--- config.mk ---
export PLATFORM = sky130hd
export DESIGN_NAME = node_info_ctrl_flat
export DESIGN_NICKNAME = d
export VERILOG_FILES = /design/src/rtl/node_info_pkg.sv /design/src/rtl/node_info_if.sv /design/src/rtl/node_info_ctrl_tdma.sv /design/src/rtl/node_info_ctrl.sv /design/src/flat_wrapper.sv
export SDC_FILE = /design/constraint.sdc
export NUM_CORES = 1
export LEC_CHECK = 0
export ABC_CLOCK_PERIOD_IN_PS = 3600
export CAP_MARGIN = 20
export CORE_MARGIN = 3
export CORE_UTILIZATION = 42
export DETAILED_ROUTE_END_ITERATION = 8
export GPL_TIMING_DRIVEN = 0
export PLACE_DENSITY_LB_ADDON = 0.08
export SLEW_MARGIN = 20
export SYNTH_ARGS = -nofsm -noshare
export SYNTH_HDL_FRONTEND = slang
export SYNTH_SLANG_ARGS = --single-unit
--- constraint.sdc ---
create_clock -name clk -period 3.6 [get_ports clk]
set_clock_uncertainty 0.2 [all_clocks]
set_input_delay 0.54 -clock clk [delete_from_list [all_inputs] [get_ports clk]]
set_output_delay 0.54 -clock clk [all_outputs]
set_load 0.1 [all_outputs]
--- src/rtl/node_info_pkg.sv ---
// Shared packet-type codes, phase encoding and saturating add for the EER-RL node state block.
package node_info_pkg;

    localparam logic [2:0] PKT_HB    = 3'b000;
    localparam logic [2:0] PKT_CH    = 3'b001;
    localparam logic [2:0] PKT_SCHED = 3'b100;
    localparam logic [2:0] PKT_DATA  = 3'b101;

    typedef enum logic [1:0] {
        PH_IDLE      = 2'd0,
        PH_LOCKED    = 2'd1,
        PH_CLUSTERED = 2'd2,
        PH_SCHEDULED = 2'd3
    } phase_e;

    // Unsigned a+b clamped to the all-ones value of a w-bit field (w <= 32).
    function automatic logic [31:0] sat_add(input logic [31:0] a, input logic [31:0] b,
                                            input int unsigned w);
        logic [32:0] sum;
        logic [32:0] lim;
        sum = {1'b0, a} + {1'b0, b};
        lim = (33'd1 << w) - 33'd1;
        return (sum > lim) ? lim[31:0] : sum[31:0];
    endfunction

endpackage

--- src/rtl/node_info_if.sv ---
// Packet-filter to node-info bus: one strobe plus the decoded packet fields.
interface node_info_if #(
    parameter int WORD_W = 16,
    parameter int PKT_W  = 3
);
    logic              en_MNI;
    logic [PKT_W-1:0]  fPktType;
    logic [WORD_W-1:0] e_max;
    logic [WORD_W-1:0] e_min;
    logic [WORD_W-1:0] e_threshold;
    logic [WORD_W-1:0] hops;
    logic [WORD_W-1:0] ch_ID;
    logic [WORD_W-1:0] timeslot;

    modport master (output en_MNI, fPktType, e_max, e_min, e_threshold, hops, ch_ID, timeslot);
    modport slave  (input  en_MNI, fPktType, e_max, e_min, e_threshold, hops, ch_ID, timeslot);
endinterface

--- src/rtl/node_info_ctrl_tdma.sv ---
// TDMA slot timer: cycle/slot counters and a registered own-slot transmit enable.
module tdma_slot_timer #(
    parameter int SLOT_CYCLES = 64,
    parameter int NUM_SLOTS   = 16,
    parameter int SLOT_W      = (NUM_SLOTS > 1) ? $clog2(NUM_SLOTS) : 1
) (
    input  logic              clk,
    input  logic              rst,
    input  logic              run,
    input  logic              restart,
    input  logic [SLOT_W-1:0] slot,
    output logic              tx_en
);
    localparam int CYC_W = (SLOT_CYCLES > 1) ? $clog2(SLOT_CYCLES) : 1;

    logic [CYC_W-1:0]  cyc_q, cyc_d;
    logic [SLOT_W-1:0] slot_idx_q, slot_idx_d;

    always_comb begin
        cyc_d      = '0;
        slot_idx_d = '0;
        if (run && !restart) begin
            if (cyc_q == CYC_W'(SLOT_CYCLES - 1)) begin
                cyc_d      = '0;
                slot_idx_d = (slot_idx_q == SLOT_W'(NUM_SLOTS - 1)) ? '0 : SLOT_W'(slot_idx_q + SLOT_W'(1));
            end else begin
                cyc_d      = CYC_W'(cyc_q + CYC_W'(1));
                slot_idx_d = slot_idx_q;
            end
        end
    end

    // tx_en is computed from next-cycle counter values so it lines up with the counters.
    always_ff @(posedge clk) begin
        if (rst) begin
            cyc_q      <= '0;
            slot_idx_q <= '0;
            tx_en      <= 1'b0;
        end else begin
            cyc_q      <= cyc_d;
            slot_idx_q <= slot_idx_d;
            tx_en      <= run && (slot_idx_d == slot);
        end
    end
endmodule

--- src/rtl/node_info_ctrl.sv ---
// EER-RL per-node state: HB/CH/SCHED latching, phase FSM with lock timeout, TDMA window.
// Optional build macro NODE_INFO_HYST_EN enables the low-energy hysteresis.
module node_info_ctrl
    import node_info_pkg::*;
#(
    parameter int                WORD_W       = 16,
    parameter int                PKT_W        = 3,
    parameter logic [WORD_W-1:0] NODE_ID      = 16'h000C,
    parameter int                LOCK_TIMEOUT = 1024,
    parameter int                SLOT_CYCLES  = 64,
    parameter int                NUM_SLOTS    = 16,
    parameter logic [WORD_W-1:0] E_HYST       = 16'd32
) (
    input  logic              clk,
    input  logic              rst,
    node_info_if.slave        pkt,
    input  logic [WORD_W-1:0] energy,
    input  logic [WORD_W-1:0] q_in,
    input  logic              q_valid,
    output logic [WORD_W-1:0] myNodeID,
    output logic [WORD_W-1:0] hopsFromSink,
    output logic [WORD_W-1:0] myQValue,
    output logic [WORD_W-1:0] eMax,
    output logic [WORD_W-1:0] eMin,
    output logic [WORD_W-1:0] eThr,
    output logic              role,
    output logic              low_E,
    output logic [1:0]        phase,
    output logic              tx_en
);
    localparam int SLOT_W = (NUM_SLOTS > 1) ? $clog2(NUM_SLOTS) : 1;
    localparam int TMO_W  = $clog2(LOCK_TIMEOUT);

    phase_e            phase_q, phase_d, pkt_d;
    logic [TMO_W-1:0]  tmo_cnt;
    logic [SLOT_W-1:0] slot_q, slot_d;
    logic              is_hb, is_ch, is_sc, is_dt, in_lock;
    logic              latch_fields, take_hops, set_role, sched_ld, low_d;
    logic              unused_ts_hi;

    assign myNodeID     = NODE_ID;
    assign phase        = phase_q;
    assign unused_ts_hi = ^pkt.timeslot[WORD_W-1:SLOT_W];

    always_comb begin
        is_hb        = pkt.en_MNI && (pkt.fPktType == PKT_W'(PKT_HB));
        is_ch        = pkt.en_MNI && (pkt.fPktType == PKT_W'(PKT_CH));
        is_sc        = pkt.en_MNI && (pkt.fPktType == PKT_W'(PKT_SCHED));
        is_dt        = pkt.en_MNI && (pkt.fPktType == PKT_W'(PKT_DATA));
        in_lock      = (phase_q == PH_LOCKED) || (phase_q == PH_CLUSTERED);
        latch_fields = is_hb && (phase_q == PH_IDLE);
        take_hops    = latch_fields || (is_hb && in_lock && (pkt.hops < hopsFromSink));
        set_role     = is_ch && in_lock;
        sched_ld     = is_sc && ((phase_q == PH_CLUSTERED) || (phase_q == PH_SCHEDULED));
        slot_d       = sched_ld ? pkt.timeslot[SLOT_W-1:0] : slot_q;

        pkt_d = phase_q;
        case (phase_q)
            PH_IDLE:      if (is_hb) pkt_d = PH_LOCKED;
            PH_LOCKED:    if (is_ch) pkt_d = PH_CLUSTERED;
            PH_CLUSTERED: if (is_sc) pkt_d = PH_SCHEDULED;
            default:      pkt_d = phase_q;
        endcase
        if (is_dt) pkt_d = PH_IDLE;

        // A packet that moves the FSM this cycle takes priority over the timeout.
        phase_d = pkt_d;
        if (in_lock && (pkt_d == phase_q) && (tmo_cnt == TMO_W'(LOCK_TIMEOUT - 1)))
            phase_d = PH_IDLE;
    end

    always_comb begin
        low_d = low_E;
`ifdef NODE_INFO_HYST_EN
        if (energy < eThr)
            low_d = 1'b1;
        else if (energy >= WORD_W'(sat_add(32'(eThr), 32'(E_HYST), WORD_W)))
            low_d = 1'b0;
`else
        low_d = (energy < eThr);
`endif
    end

    always_ff @(posedge clk) begin
        if (rst) begin
            phase_q      <= PH_IDLE;
            tmo_cnt      <= '0;
            hopsFromSink <= '0;
            eMax         <= '0;
            eMin         <= '0;
            eThr         <= '0;
            role         <= 1'b0;
            slot_q       <= '0;
            myQValue     <= '0;
            low_E        <= 1'b0;
        end else begin
            phase_q <= phase_d;
            if (phase_d != phase_q || !in_lock)
                tmo_cnt <= '0;
            else
                tmo_cnt <= TMO_W'(tmo_cnt + TMO_W'(1));
            if (take_hops) hopsFromSink <= pkt.hops;
            if (latch_fields) begin
                eMax <= pkt.e_max;
                eMin <= pkt.e_min;
                eThr <= pkt.e_threshold;
            end
            if (set_role) role <= (pkt.ch_ID == NODE_ID);
            slot_q <= slot_d;
            if (q_valid) myQValue <= q_in;
            low_E <= low_d;
        end
    end

    tdma_slot_timer #(
        .SLOT_CYCLES (SLOT_CYCLES),
        .NUM_SLOTS   (NUM_SLOTS),
        .SLOT_W      (SLOT_W)
    ) u_tdma (
        .clk     (clk),
        .rst     (rst),
        .run     (phase_d == PH_SCHEDULED),
        .restart (sched_ld),
        .slot    (slot_d),
        .tx_en   (tx_en)
    );
endmodule

--- src/flat_wrapper.sv ---
// flat-port wrapper written by rule: the top's interface ports become plain ports
module node_info_ctrl_flat import node_info_pkg::*;
#(
    parameter int                WORD_W       = 16,
    parameter int                PKT_W        = 3,
    parameter logic [WORD_W-1:0] NODE_ID      = 16'h000C,
    parameter int                LOCK_TIMEOUT = 1024,
    parameter int                SLOT_CYCLES  = 64,
    parameter int                NUM_SLOTS    = 16,
    parameter logic [WORD_W-1:0] E_HYST       = 16'd32
)
  (clk, rst, energy, q_in, q_valid, myNodeID, hopsFromSink, myQValue, eMax, eMin, eThr, role, low_E, phase, tx_en, pkt_en_MNI, pkt_fPktType, pkt_e_max, pkt_e_min, pkt_e_threshold, pkt_hops, pkt_ch_ID, pkt_timeslot);
  node_info_if #(.WORD_W(WORD_W), .PKT_W(PKT_W)) pkt_i ();
  input  logic clk;
  input  logic rst;
  input  logic [WORD_W-1:0] energy;
  input  logic [WORD_W-1:0] q_in;
  input  logic q_valid;
  output logic [WORD_W-1:0] myNodeID;
  output logic [WORD_W-1:0] hopsFromSink;
  output logic [WORD_W-1:0] myQValue;
  output logic [WORD_W-1:0] eMax;
  output logic [WORD_W-1:0] eMin;
  output logic [WORD_W-1:0] eThr;
  output logic role;
  output logic low_E;
  output logic [1:0] phase;
  output logic tx_en;
  input wire logic [$bits(pkt_i.en_MNI)-1:0] pkt_en_MNI;
  input wire logic [$bits(pkt_i.fPktType)-1:0] pkt_fPktType;
  input wire logic [$bits(pkt_i.e_max)-1:0] pkt_e_max;
  input wire logic [$bits(pkt_i.e_min)-1:0] pkt_e_min;
  input wire logic [$bits(pkt_i.e_threshold)-1:0] pkt_e_threshold;
  input wire logic [$bits(pkt_i.hops)-1:0] pkt_hops;
  input wire logic [$bits(pkt_i.ch_ID)-1:0] pkt_ch_ID;
  input wire logic [$bits(pkt_i.timeslot)-1:0] pkt_timeslot;
  assign pkt_i.en_MNI = pkt_en_MNI;
  assign pkt_i.fPktType = pkt_fPktType;
  assign pkt_i.e_max = pkt_e_max;
  assign pkt_i.e_min = pkt_e_min;
  assign pkt_i.e_threshold = pkt_e_threshold;
  assign pkt_i.hops = pkt_hops;
  assign pkt_i.ch_ID = pkt_ch_ID;
  assign pkt_i.timeslot = pkt_timeslot;
  node_info_ctrl #(.WORD_W(WORD_W), .PKT_W(PKT_W), .NODE_ID(NODE_ID), .LOCK_TIMEOUT(LOCK_TIMEOUT), .SLOT_CYCLES(SLOT_CYCLES), .NUM_SLOTS(NUM_SLOTS), .E_HYST(E_HYST)) u_core (.clk(clk), .rst(rst), .pkt(pkt_i), .energy(energy), .q_in(q_in), .q_valid(q_valid), .myNodeID(myNodeID), .hopsFromSink(hopsFromSink), .myQValue(myQValue), .eMax(eMax), .eMin(eMin), .eThr(eThr), .role(role), .low_E(low_E), .phase(phase), .tx_en(tx_en));
endmodule
; Word-level counts from Yosys, hierarchy flattened
; Index checks and enable logic that the tools add are counted.
[op_classes]
addsub = 3
magnitude_cmp = 2
eq_ne = 14
muxes = 10
bitwise = 1
reduce_logical = 23
[ops]
columns = cell, count
row1 = 16-bit < comparator, 2
row2 = 16-bit by 4-bit equality test with 1-bit output (second input constant), 1
row3 = 4-bit 2-to-1 mux, 4
row4 = 1-bit logical AND, 13
row5 = 10-bit by 1-bit adder with 10-bit output (second input constant), 1
row6 = 10-bit equality test (second input constant), 1
row7 = 2-bit 2-to-1 mux, 5
row8 = 6-bit by 1-bit adder with 6-bit output (second input constant), 1
row9 = 2-bit equality test (second input constant), 3
row10 = 3-bit equality test (second input constant), 2
row11 = 6-bit equality test (second input constant), 1
row12 = 2-bit case mux with 3 select lines, 1
row13 = 4-bit by 1-bit adder with 4-bit output (second input constant), 1
row14 = 4-bit equality test, 1
row15 = 4-bit equality test (second input constant), 1
row16 = 1-bit logical OR, 4
row17 = 3-bit by 1-bit equality test with 1-bit output (second input constant), 1
row18 = 3-bit zero test, 1
row19 = 3-bit OR reduction, 1
row20 = 2-bit by 1-bit equality test with 1-bit output (second input constant), 1
row21 = 2-bit equality test, 1
row22 = 1-bit zero test, 2
row23 = 2-bit zero test, 1
row24 = 2-bit != test, 1
row25 = other kinds (2), 2
[word_totals]
regBits = 109
in_bits = 135
word_cells = 66

; Longest topological paths before layout
; Gate-level depths: netlist (run 1).
[depth]
depth_word = 14
mapped_depth = 10
ltp_nobuf = 9

; By module
; A second synthesis (run 1) with hierarchy kept.
[hier_totals]
hier_cells = 679
area_unflattened_um2 = 5581.6
[modules_own_cells]
columns = module, n_inst, cells_each, area_each_um2, seq_area_each_um2
row1 = node_info_ctrl, 1, 606, 4954.8, 1961.9
row2 = tdma_slot_timer, 1, 73, 626.9, 220.2

; Least setup slack after synthesis (run 1)
; Ideal clock, no wire load.
[synth_path]
kind = reg2reg
startpoint = reg u_core.phase_q[0], in the netlist u_core.phase[0]
endpoint = reg u_core.u_tdma.cyc_q[2]
setup_time_ns = 0.064
t_arrival_ns = 3.110
path_slack_ns = 0.226
path_stages_with_launch = 11
n_path_buf = 1
synth_period_minus_slack_ns = 3.374
path_cell_list = dfxtp_1 > inv_1 > ha_1 > nor3_1 > o22ai_1 > a21oi_1 > o211ai_1 > or3_1 > or3b_1 > buf_2 > nor2_1
[synth_via]
elab_chain_cells = 11
[synth_rtl]
columns = element, line_no
row1 = "start, declared", node_info_ctrl.sv:34  ; phase_e phase_q, phase_d, pkt_d;
row2 = "start signal, assigned", node_info_ctrl.sv:97  ; phase_q <= phase_d;
row3 = 2-bit equality test (tied with other cells), "node_info_ctrl.sv:50, node_info_ctrl.sv:54, node_info_ctrl.sv:58"
row4 = 2-bit case mux with 3 select lines, node_info_ctrl.sv:58  ; case (phase_q)
row5 = 2-bit 2-to-1 mux, node_info_ctrl.sv:64  ; if (is_dt) pkt_d = PH_IDLE;
row6 = 2-bit equality test, node_info_ctrl.sv:68  ; if (in_lock && (pkt_d == phase_q) && (tmo_cnt == TMO_W'(LOCK_TIMEOUT - 1)))
row7 = 1-bit logical AND (2 in series), node_info_ctrl.sv:68
row8 = 2-bit 2-to-1 mux, node_info_ctrl.sv:68
row9 = 2-bit equality test, node_info_ctrl.sv:122  ; .run (phase_d == PH_SCHEDULED),
row10 = 1-bit logical AND (*), node_info_ctrl_tdma.sv:22  ; if (run && !restart) begin
row11 = 1-bit NOT (no source line) (*), --
row12 = 3-bit OR reduction (no source line) (*), --
row13 = "end signal, assigned", node_info_ctrl_tdma.sv:40  ; cyc_q <= cyc_d;
row14 = "end, declared", node_info_ctrl_tdma.sv:16  ; logic [CYC_W-1:0] cyc_q, cyc_d;
; Every way passes the cells marked *; elsewhere a longest branch is shown, timed or not.
; A chain may end at the register's enable or synchronous reset.

; Final worst setup path (run 1)
[layout_path]
startpoint = in pkt_fPktType[0]
endpoint = reg u_core.u_tdma.cyc_q[3]
[layout_via]
elab_chain_cells = 13
[layout_rtl]
columns = element, line_no
row1 = "start, declared", flat_wrapper.sv:30  ; input wire logic [$bits(pkt_i.fPktType)-1:0] pkt_fPktType;
row2 = 3-bit equality test (tied with other cells), node_info_ctrl.sv:48  ; is_sc = pkt.en_MNI && (pkt.fPktType == PKT_W'(PKT_SCHED));
row3 = 1-bit logical AND (on tied branches), "node_info_ctrl.sv:48, node_info_ctrl.sv:46, node_info_ctrl.sv:47"
row4 = 2-bit 2-to-1 mux (on tied branches), "node_info_ctrl.sv:61, node_info_ctrl.sv:59, node_info_ctrl.sv:60"
row5 = 2-bit case mux with 3 select lines, node_info_ctrl.sv:58
row6 = 2-bit 2-to-1 mux, node_info_ctrl.sv:64
row7 = 2-bit equality test, node_info_ctrl.sv:68
row8 = 1-bit logical AND (2 in series), node_info_ctrl.sv:68
row9 = 2-bit 2-to-1 mux, node_info_ctrl.sv:68
row10 = 2-bit equality test, node_info_ctrl.sv:122
row11 = 1-bit logical AND (*), node_info_ctrl_tdma.sv:22
row12 = 1-bit NOT (no source line) (*), --
row13 = 3-bit OR reduction (no source line) (*), --
; Marked as above.

==> results by group, run 1 <==
Run status
  – Status: finished, final reports clean

Final layout
  – Non-filler cells in the finished layout: a little over 1k
  – Nets: a little over 1k
  – Ant. Diodes: 0
  – Final instance area: 7860 um^2
  – Area grow syn2layout: 50.3%
  – Share of cells above drive strength 1: 4.78%

Global routing
  – Vias in the first global route: 4,906
  – Pin count of the biggest net entering global routing: 19
  – Initial antenna violation count: 0
  – First-pass GRT wire length: 23,800 um
  – Grt ovf: 0
  – Tot GR Track Use: between 20% and 30%

Clock tree
  – Cts repair resizes: 0
  – CTS tree: done
  – CTS root buffer: clkbuf_16
  – CTS Buf Count: 9
  – Clock transition at path regs: 0.07 ns
  – CTS Hold Bufs: 0
  – Post-CTS setup buffers: 0
  – Clk sink count: 109
  – Clock buffer depth: 2
  – CTS H-tree depth: 3
  – Clock Latency Late Sink: 0.34 ns

Placement
  – Final GP Congestion: 0.867
  – Post-Place Cells: 1,010
  – Dpl cell area: between 7000 and 8000 um^2
  – I/O Buffers: 206
  – Hpwl dp: 11,900 um

Drt
  – Post-route antenna net violation count: 0
  – WL per Instance: 14.4 um
  – Initial drt markers: 186
  – Total number of vias: 4,969
  – Drt pass-1 iters: 4
  – Via density: 4.85
  – Final WL: approximately 15,000 um
  – DRC errors left: 0

Pwr
  – Pwr per Cell Area: 369 nW/um^2
  – Leakage: 2.90 nW
  – Peak supply drop: 0.202 mV

Flow run
  – MaxCap Viol Count: 0

Min path
  – Hold path depth: 1
  – Hold Crit Class: flop to flop

Yosys
  – Synth unique cells: 53
  – Synth async-reset ratio: 0%
  – Number of warnings issued by yosys: 0
  – Mapped Cells: 622
  – Post-synth EDFFs: 0
  – Seq/Total Area, Yosys: between 40% and 50%
  – Avg Inst Size Synth: 8.40 um^2
  – Post-synthesis simple-gate area fraction: a little over a fifth
  – Xor/xnor share of the synthesized area: 2.18%
  – Cell area after synthesis: about 5200 um^2
  – Mux contribution to synthesized area: 7.68%
  – Main synth FF type: dfxtp_1
  – #FFs+latches synth: about 110
  – Largest family of logic cells by synthesized area: simple AND/OR/NAND/NOR gates
  – Synth Area in Compound Gates: a little under an eighth
  – Synth Area in Adders: 8.86%

Worst setup path
  – Critical path depth in cells: 9
  – CP Data Required Time: 3.68 ns
  – Max stage delay on crit path: 0.60 ns
  – Reg2Reg Depth: 9
  – CP max FO: 6
  – Critical Path End Type: flop
  – Buf+Inv Stages, Crit Path: 2
  – Slowest CP cell: clkdlybuf4s50_1
  – CP Class: input port to flop
  – Critical path's top delay family: simple AND/OR/NAND/NOR gates
  – Worst Setup Start Kind: input port
  – WP data arrival: about 3.1 ns
  – Cell Chain, Critical Path: clkdlybuf4s50_1 > and3b_1 > a31oi_1 > o21ai_0 > o211ai_1 > or3_1 > or3b_1 > buf_2 > nor2_1

STA
  – Post-route setup TNS: 0 ns
  – Unrepaired setup endpoints after global routing: false
  – Tightest hold margin: 0.248 ns
  – Peak Freq: 327 MHz
  – Hold Vio Cnt, Final: 0
  – Minimum clock period: 3.06 ns
  – Slew Viols, Final: 0
  – Least-Margin Pin Slew: approximately 1.0 ns
  – Fin crit share: between 80% and 90%
  – Final setup viols: 0
  – Rel. slew slack: slightly above 30%

Die
  – Initial core utilization: a little over two fifths
  – I/O pins: 236
  – Die area: 13,800 um^2
  – Rows: 40
  – Die H: 118 um
  – Die width: 118 um
  – Area of the core: 12,100 um^2
cell families after synthesis:
| family | after synthesis |
|---|---|
| xor+xnor | 13 |
| fa+ha+maj | 37 |
| simple gates | 244 |
| buf+inv | 79 |
| compound gates | 98 |
| flops | 109 |
| other cells | 2 |
| mux | 40 |
path summary, 6_finish.rpt:
check                                    startpoint                                end  slack (ns)
setup / recovery                    pkt_fPktType[0]  u_core.u_tdma.cyc_q[3]$_SDFF_PP0_        0.54
hold / removal    u_core.u_tdma.cyc_q[0]$_SDFF_PP0_  u_core.u_tdma.cyc_q[0]$_SDFF_PP0_        0.25
setup reg to reg         u_core.phase[0]$_SDFF_PP0_       u_core.tmo_cnt[6]$_SDFF_PP0_        0.59
hold reg to reg   u_core.u_tdma.cyc_q[0]$_SDFF_PP0_  u_core.u_tdma.cyc_q[0]$_SDFF_PP0_        0.25
final cells by class:
cell class                      instances  area (um^2)
Fill cell                            1086         4260
Multi-Input combinational cell        448         2740
Sequential cell                       109         2180
Timing Repair Buffer                  206         2060
Clock buffer                           10          239
Buffer                                 42          221
Tap cell                              168          210
Inverter                               37          139
Clock inverter                          5         63.8
metal layers:
metal / global-route usage (%) / wire [um] / up-vias
met1: 24.0 / 6080 / 2272
met5: 0 / 0 / -
li1: - / - / 2522
met4: 7.55 / 350 / 0
met3: 4.71 / 827 / 22
met2: 38.4 / 7480 / 153
state kept, by name, indices dropped and copies added (netlist names), 2 cells and up:
| register | flops |
|---|---|
| u_core.myQValue | 16 |
| u_core.slot_q | 4 |
| u_core.eMax | 16 |
| u_core.phase | 2 |
| u_core.eThr | 16 |
| u_core.u_tdma.cyc_q | 6 |
| u_core.u_tdma.slot_idx_q | 4 |
| u_core.hopsFromSink | 16 |
| u_core.eMin | 16 |
| u_core.tmo_cnt | 10 |
where the power goes:
group | switching, W | total (W) | internal [W]
Combinational | 0.000405 | 0.000639 | 0.000234
Clock | 0.000449 | 0.00101 | 0.000563
Sequential | 0.0000161 | 0.00125 | 0.00123
Total | 0.000870 | 0.00290 | 0.00203
cells in the mapped netlist, drive strengths merged, types with 2 or more instances:
master | n | area (um^2)
nor4 | 4 | 25.0
nand4b | 2 | 17.5
a31oi | 3 | 18.8
nand3 | 15 | 75.1
nand3b | 2 | 15.0
nand4 | 5 | 31.3
nor3 | 6 | 30.0
o21ai | 6 | 33.8
nand2 | 130 | 488
and2 | 2 | 12.5
inv | 37 | 139
nor2 | 48 | 180
a21o | 8 | 60.1
clkbuf | 21 | 78.8
buf | 21 | 143
dfxtp | 109 | 2180
xnor2 | 6 | 52.6
or3 | 4 | 25.0
mux2i | 39 | 390
xor2 | 7 | 61.3
a21oi | 62 | 310
a2bb2oi | 2 | 17.5
conb | 2 | 7.51
a211oi | 4 | 35.0
o211ai | 3 | 27.5
nor4b | 5 | 65.1
nand2b | 14 | 87.6
ha | 37 | 463
per-stage QoR:
step | power [W] | worst slack [ns] | utilization [%]
4_1_cts | 0.00293 | 0.594 | 64.9
6_report | 0.00290 | 0.544 | 64.9
5_1_grt | 0.00302 | 0.238 | 64.9
3_5_place_dp | 0.00192 | 0.225 | 62.4
3_3_place_gp | 0.00191 | 0.291 | 62.4
2_1_floorplan | 0.00168 | 0.226 | -
layout by cell type, fill, tap and decap left out, types with 2 or more instances in the layout:
cell,n
a21o_1,8
clkdlybuf4s50_1,206
inv_1,37
mux2i_1,39
clkbuf_1,21
nor2_1,48
a31oi_1,3
clkbuf_16,9
nand3b_1,2
xnor2_1,6
nor3_1,6
nand4_1,5
a21oi_1,62
xor2_1,7
and2_1,2
a2bb2oi_1,2
a211oi_1,3
o211ai_1,2
buf_2,3
dfxtp_1,109
buf_1,2
buf_4,16
inv_6,3
nand3_1,15
nand2b_1,14
conb_1,16
nand4b_1,2
o21ai_0,5
nor4b_1,3
nand2_1,130
ha_1,37
nor4_1,4
or3_1,4
worst reg2reg max path, cell delays in order (launching register included):
cell	delay (ns)
dfxtp_1	0.48
inv_1	0.13
ha_1	0.40
nand2_1	0.07
nor4_1	0.34
o211ai_2	0.17
o21bai_2	0.28
nor2_1	0.07
o2111ai_1	0.63
nor2_1	0.12
No activity file was read; power rests on OpenSTA's default activity.
==> inputs of run 2 (changes only) <==
--- a/config.mk
+++ b/config.mk
@@ -5,10 +5,10 @@
 export SDC_FILE = /design/constraint.sdc
 export NUM_CORES = 1
 export LEC_CHECK = 0
-export ABC_CLOCK_PERIOD_IN_PS = 3600
+export ABC_CLOCK_PERIOD_IN_PS = 2600
 export CAP_MARGIN = 20
 export CORE_MARGIN = 3
-export CORE_UTILIZATION = 42
+export CORE_UTILIZATION = 38
 export DETAILED_ROUTE_END_ITERATION = 8
 export GPL_TIMING_DRIVEN = 0
 export PLACE_DENSITY_LB_ADDON = 0.08
==> constraint.sdc (replaced) <==
create_clock -name clk -period 2.6 [get_ports clk]
set_clock_uncertainty 0.2 [all_clocks]
set_input_delay 0.39 -clock clk [delete_from_list [all_inputs] [get_ports clk]]
set_output_delay 0.39 -clock clk [all_outputs]
set_load 0.1 [all_outputs]
==> results by group, run 2 (synthesis results as in run 1) <==
Final layout
  – Share of cells above drive strength 1: 11.7%
  – # fillers: 1,184
  – Core Util, Final: around 62%
  – Nets: about 1.0k
  – Area grow syn2layout: 58.4%
  – Leading cell type in the layout, fill and taps excluded: clkdlybuf4s50_1
  – Non-filler cells in the finished layout: 1,052
  – Final instance area: 8280 um^2
  – Most frequent cells in the layout: clkdlybuf4s50_1 (201), nand2_1 (130), dfxtp_1 (91)

Worst setup path
  – Buf+Inv Stages, Crit Path: 2
  – RR Startpoint: u_core.phase[0]$_SDFF_PP0_
  – Reg2reg end: u_core.u_tdma.tx_en$_SDFF_PP0_
  – Worst Setup Start Kind: flop
  – Reg2Reg Depth: 10
  – WP data arrival: around 2.6 ns
  – CP Class: flop to flop
  – Max stage delay on crit path: a little over 0.4 ns
  – CP max FO: 7
  – Cell Chain, Critical Path: inv_4 > ha_4 > nor4_2 > a211oi_2 > nor2_1 > o21bai_4 > or3_1 > buf_6 > o22a_1 > a211oi_2
  – Worst reg2reg setup slack: 0.03 ns
  – CP Data Required Time: 2.67 ns
  – Critical Path End Type: flop
  – Critical path's top delay family: simple AND/OR/NAND/NOR gates
  – CP most frequent cell: a211oi_2
  – Slowest CP cell: dfxtp_4

Global routing
  – Pin count of the biggest net entering global routing: 17
  – Initial antenna violation count: 0
  – Vias in the first global route: 4,753
  – First-pass GRT wire length: approximately 23,000 um
  – Grt ovf: 0
  – Tot GR Track Use: a little under a fifth

Clock tree
  – CTS root buffer: clkbuf_16
  – Clk sink count: 109
  – CTS Hold Bufs: 0
  – Clock Latency Late Sink: 0.35 ns
  – CTS tree: done
  – CTS H-tree depth: 3
  – Clock transition at path regs: 0.07 ns
  – CTS Buf Count: 9
  – Clock buffer depth: 2

Placement
  – Post-Place Cells: roughly 1.0k
  – Final GP Congestion: 0.853
  – Dpl cell area: 7660 um^2
  – I/O Buffers: 206
  – Hpwl dp: 11,600 um
  – Pre-CTS setup slack: -0.608 ns

STA
  – Final Worst Setup Slack: 0.0285 ns
  – Rel. slew slack: 30.8%
  – Minimum clock period: about 2.6 ns
  – Hold Vio Cnt, Final: 0
  – Peak Freq: around 390 MHz
  – Least-Margin Pin Slew: 1.03 ns
  – Slew Viols, Final: 0
  – Fin crit share: about 99%
  – Final setup viols: 0
  – Tightest hold margin: 0.254 ns

Die
  – Die width: 123 um
  – Initial core utilization: between 30% and 40%
  – Die area: between 15,000 and 20,000 um^2
  – Rows: 42
  – I/O pins: 236
  – Die H: 123 um
  – Area of the core: between 10,000 and 15,000 um^2

Min path
  – Hold Crit Class: flop to flop
  – Worst Hold End: u_core.eMin[8]$_SDFFE_PP0P_
  – Hold path start: u_core.eMin[8]$_SDFFE_PP0P_
  – Hold path depth: 2

Drt
  – Total number of vias: 5,074
  – WL per Instance: roughly 14 um
  – Post-route antenna net violation count: 0
  – DRC errors left: 0
  – Initial drt markers: 132
  – Drt pass-1 iters: 4
  – Final WL: 15,100 um
  – Via density: just under 5

Pwr
  – Clk network pwr share: around a third
  – Peak supply drop: 0.266 mV
  – Pint: 0.00281 W
  – Combinational share of power: 23.0%
  – Reg power frac: between 40% and 50%
  – Sw frac: 29.3%
  – Pwr per Cell Area: 480 nW/um^2
  – Leakage: 3.08 nW
  – Switch Pwr: 0.00117 W

Run status
  – Status: finished, final reports clean

Flow run
  – MaxCap Viol Count: 0
run 2: power groups by stage:
stage                     combinational [W]  sequential (W)  clock (W)
after floorplan                    0.000294         0.00203          0
after global placement             0.000872         0.00176          0
after detailed placement           0.000882         0.00176          0
after CTS                          0.000889         0.00172    0.00139
after global routing               0.000967         0.00173    0.00146
final                              0.000913         0.00172    0.00134
run 2: repair_timing:
action / 4_1_cts / 5_1_grt
resized for setup: 13 / 31
cloned: 0 / 1
buffers inserted: 4 / 14
pin swaps: 2 / 12
hold endpoints to repair: 0 / 0
setup endpoints to repair: 47 / 48
run 2: worst max-delay path by stage:
stage                                     from                             endpoint  depth (start not counted)
floorplan           u_core.phase[1]$_SDFF_PP0_       u_core.u_tdma.tx_en$_SDFF_PP0_                          8
global placement               pkt_fPktType[2]  u_core.hopsFromSink[5]$_SDFFE_PP0P_                          7
detailed placement             pkt_fPktType[1]    u_core.u_tdma.cyc_q[2]$_SDFF_PP0_                          9
CTS                 u_core.phase[0]$_SDFF_PP0_    u_core.u_tdma.cyc_q[2]$_SDFF_PP0_                          9
global route        u_core.phase[1]$_SDFF_PP0_       u_core.u_tdma.tx_en$_SDFF_PP0_                          9
finish              u_core.phase[0]$_SDFF_PP0_       u_core.u_tdma.tx_en$_SDFF_PP0_                         10
run 2: through the flow:
step / setup TNS [ns] / power [W]
finish: 0 / 0.00398
global route: -0.231 / 0.00416
CTS: 0 / 0.00400
detailed placement: -25.18 / 0.00264
global placement: -22.78 / 0.00263
floorplan: -0.275 / 0.00232
run 2: final cells by class:
class                   instances  area (um^2)  area share [%]
multi-input cells             449         2960            35.8
flip-flops and latches        109         2230            27.0
repair buffers                224         2190            26.5
clock buffers                  13          250            3.02
plain buffers                  41          233            2.81
well taps                     176          220            2.66
inverters                      37          144            1.74
clock inverters                 2         35.0           0.423
diodes                          1         2.50          0.0302
run 2: layer usage:
metal  part of all wire (%)  track usage, %
met4                    2.4            6.78
met5                      0               0
met3                    7.0            4.48
met1                     40            22.3
met2                     50            32.5
run 2: worst reg2reg max path: stages (launching register included):
cell	delay (ns)
dfxtp_4	0.41
inv_4	0.07
ha_4	0.20
nor4_2	0.32
a211oi_2	0.10
nor2_1	0.20
o21bai_4	0.12
or3_1	0.34
buf_6	0.15
o22a_1	0.22
a211oi_2	0.19
==> inputs of run 3 (changes only) <==
--- a/config.mk
+++ b/config.mk
@@ -12,6 +12,7 @@
 export DETAILED_ROUTE_END_ITERATION = 8
 export GPL_TIMING_DRIVEN = 0
 export PLACE_DENSITY_LB_ADDON = 0.08
+export RECOVER_POWER = 25
 export SLEW_MARGIN = 20
 export SYNTH_ARGS = -nofsm -noshare
 export SYNTH_HDL_FRONTEND = slang
==> results by group, run 3 (synthesis results as in run 1) <==
Run status
  – Status: finished, final reports clean

Drt
  – Via density: between 4 and 5
  – Drt pass-1 iters: 4
  – Post-route antenna net violation count: 0
  – Total number of vias: 5,074
  – Initial drt markers: about 130
  – Final WL: 15,100 um
  – DRC errors left: 0
  – WL per Instance: roughly 14 um

Die
  – Die H: 123 um
  – Die width: 123 um
  – I/O pins: 236
  – Area of the core: between 10,000 and 15,000 um^2
  – Initial core utilization: between 30 and 40%
  – Die area: 15,200 um^2
  – Rows: 42

Pwr
  – Pwr Total: 0.00398 W
  – Leakage: 3.08 nW
  – Peak supply drop: 0.266 mV
  – Pwr per Cell Area: 480 nW/um^2

STA
  – Least-Margin Pin Slew: 1.03 ns
  – Tightest hold margin: between 0.2 and 0.3 ns
  – Rel. slew slack: 30.8%
  – Slew Viols, Final: 0
  – Fin crit share: a little over nine tenths
  – Hold Vio Cnt, Final: 0
  – Final setup viols: 0
  – Peak Freq: 389 MHz
  – Post-route setup TNS: 0 ns
  – Minimum clock period: 2.57 ns

Worst setup path
  – WP data arrival: 2.64 ns
  – CP Class: flop to flop
  – Worst Setup Start Kind: flop
  – CP max FO: 7
  – CP Data Required Time: about 2.7 ns
  – Critical Path End Type: flop

Placement
  – Final GP Congestion: approximately 0.85
  – Hpwl dp: 11,600 um
  – I/O Buffers: 206

Final layout
  – Area grow syn2layout: 58.4%
  – Nets: roughly 1.0k
  – # fillers: 1,184
  – Most frequent cells in the layout: clkdlybuf4s50_1 (199), nand2_1 (130), dfxtp_1 (91)
  – Core Util, Final: 62.0%
  – Leading cell type in the layout, fill and taps excluded: clkdlybuf4s50_1
  – Share of cells above drive strength 1: between 10% and 20%

Global routing
  – Grt ovf: 0
  – Pin count of the biggest net entering global routing: 17
  – Initial antenna violation count: 0
  – Tot GR Track Use: a little under a fifth
  – Vias in the first global route: 4,753
  – First-pass GRT wire length: around 23,000 um

Clock tree
  – CTS tree: done
  – CTS root buffer: clkbuf_16
  – Clock Latency Late Sink: 0.35 ns
  – CTS H-tree depth: 3
  – Clk sink count: roughly 110
  – Clock buffer depth: 2
  – Clock transition at path regs: ~0.07 ns
  – CTS Buf Count: 9
  – CTS Hold Bufs: 0

Flow run
  – MaxCap Viol Count: 0

Min path
  – Hold Crit Class: flop to flop
-- run 3: changes by cell type in the layout (fill, tap and decap cells not counted), sizes merged --
| cell | change |
|---|---|
| clkdlybuf4s50 | -2 |
| dlygate4sd3 | +2 |
-- run 3: area by class of cell --
cell class,instances,area [um^2],area share (%)
sequential,109,2230,27.0
inverter,37,144,1.74
buffer,41,233,2.81
multi-input combinational,449,2960,35.8
timing repair buffer,224,2190,26.5
antenna,1,2.50,0.0302
clock buffer,13,250,3.02
clock inverter,2,35.0,0.423
tap,176,220,2.66
-- run 3: through the flow --
stage,instance area [um^2],worst slack (ns),instances
floorplan,5380,-0.0883,636
global placement,7660,-0.558,1018
detailed placement,7660,-0.608,1018
CTS,8020,0.00114,1037
global route,8280,-0.0536,1051
finish,8280,0.0285,1052
-- run 3: path summary, 6_finish.rpt --
path / start / endpoint / slack, ns / cells past startpoint
hold reg to reg: u_core.eMin[8]$_SDFFE_PP0P_ / u_core.eMin[8]$_SDFFE_PP0P_ / 0.25 / 2
setup / recovery: u_core.phase[0]$_SDFF_PP0_ / u_core.u_tdma.tx_en$_SDFF_PP0_ / 0.03 / 10
setup reg to reg: u_core.phase[0]$_SDFF_PP0_ / u_core.u_tdma.tx_en$_SDFF_PP0_ / 0.03 / 10
hold / removal: u_core.eMin[8]$_SDFFE_PP0P_ / u_core.eMin[8]$_SDFFE_PP0P_ / 0.25 / 2
-- run 3: routing by layer --
layer | vias to the layer above | share of wire [%] | GRT usage [%]
met1 | 2337 | 40 | 22.3
met4 | 0 | 2.4 | 6.78
met5 | - | 0 | 0
li1 | 2565 | - | -
met3 | 27 | 7.0 | 4.48
met2 | 145 | 50 | 32.5
-- run 3: what timing repair did --
item | 4_1_cts | 5_1_grt
resized for setup | 13 | 31
setup endpoints to repair | 47 | 48
gates cloned | 0 | 1
pin swaps | 2 | 12
buffers inserted | 4 | 14
-- run 3: worst max-delay path: stages (launching register included) --
cell and delay [ns]:
dfxtp_4 0.41, inv_4 0.06, ha_4 0.19, nor4_2 0.32, a211oi_2 0.10, nor2_1 0.20, o21bai_4 0.12, or3_1 0.34
buf_6 0.15, o22a_1 0.21, a211oi_2 0.19
-- run 3: power breakdown --
group	switching [W]	internal, W	total, W	leakage [nW]
Combinational	0.000570	0.000342	0.000913	2.05
Sequential	0.0000232	0.00170	0.00172	0.896
Clock	0.000573	0.000768	0.00134	0.140
Total	0.00117	0.00281	0.00398	3.08
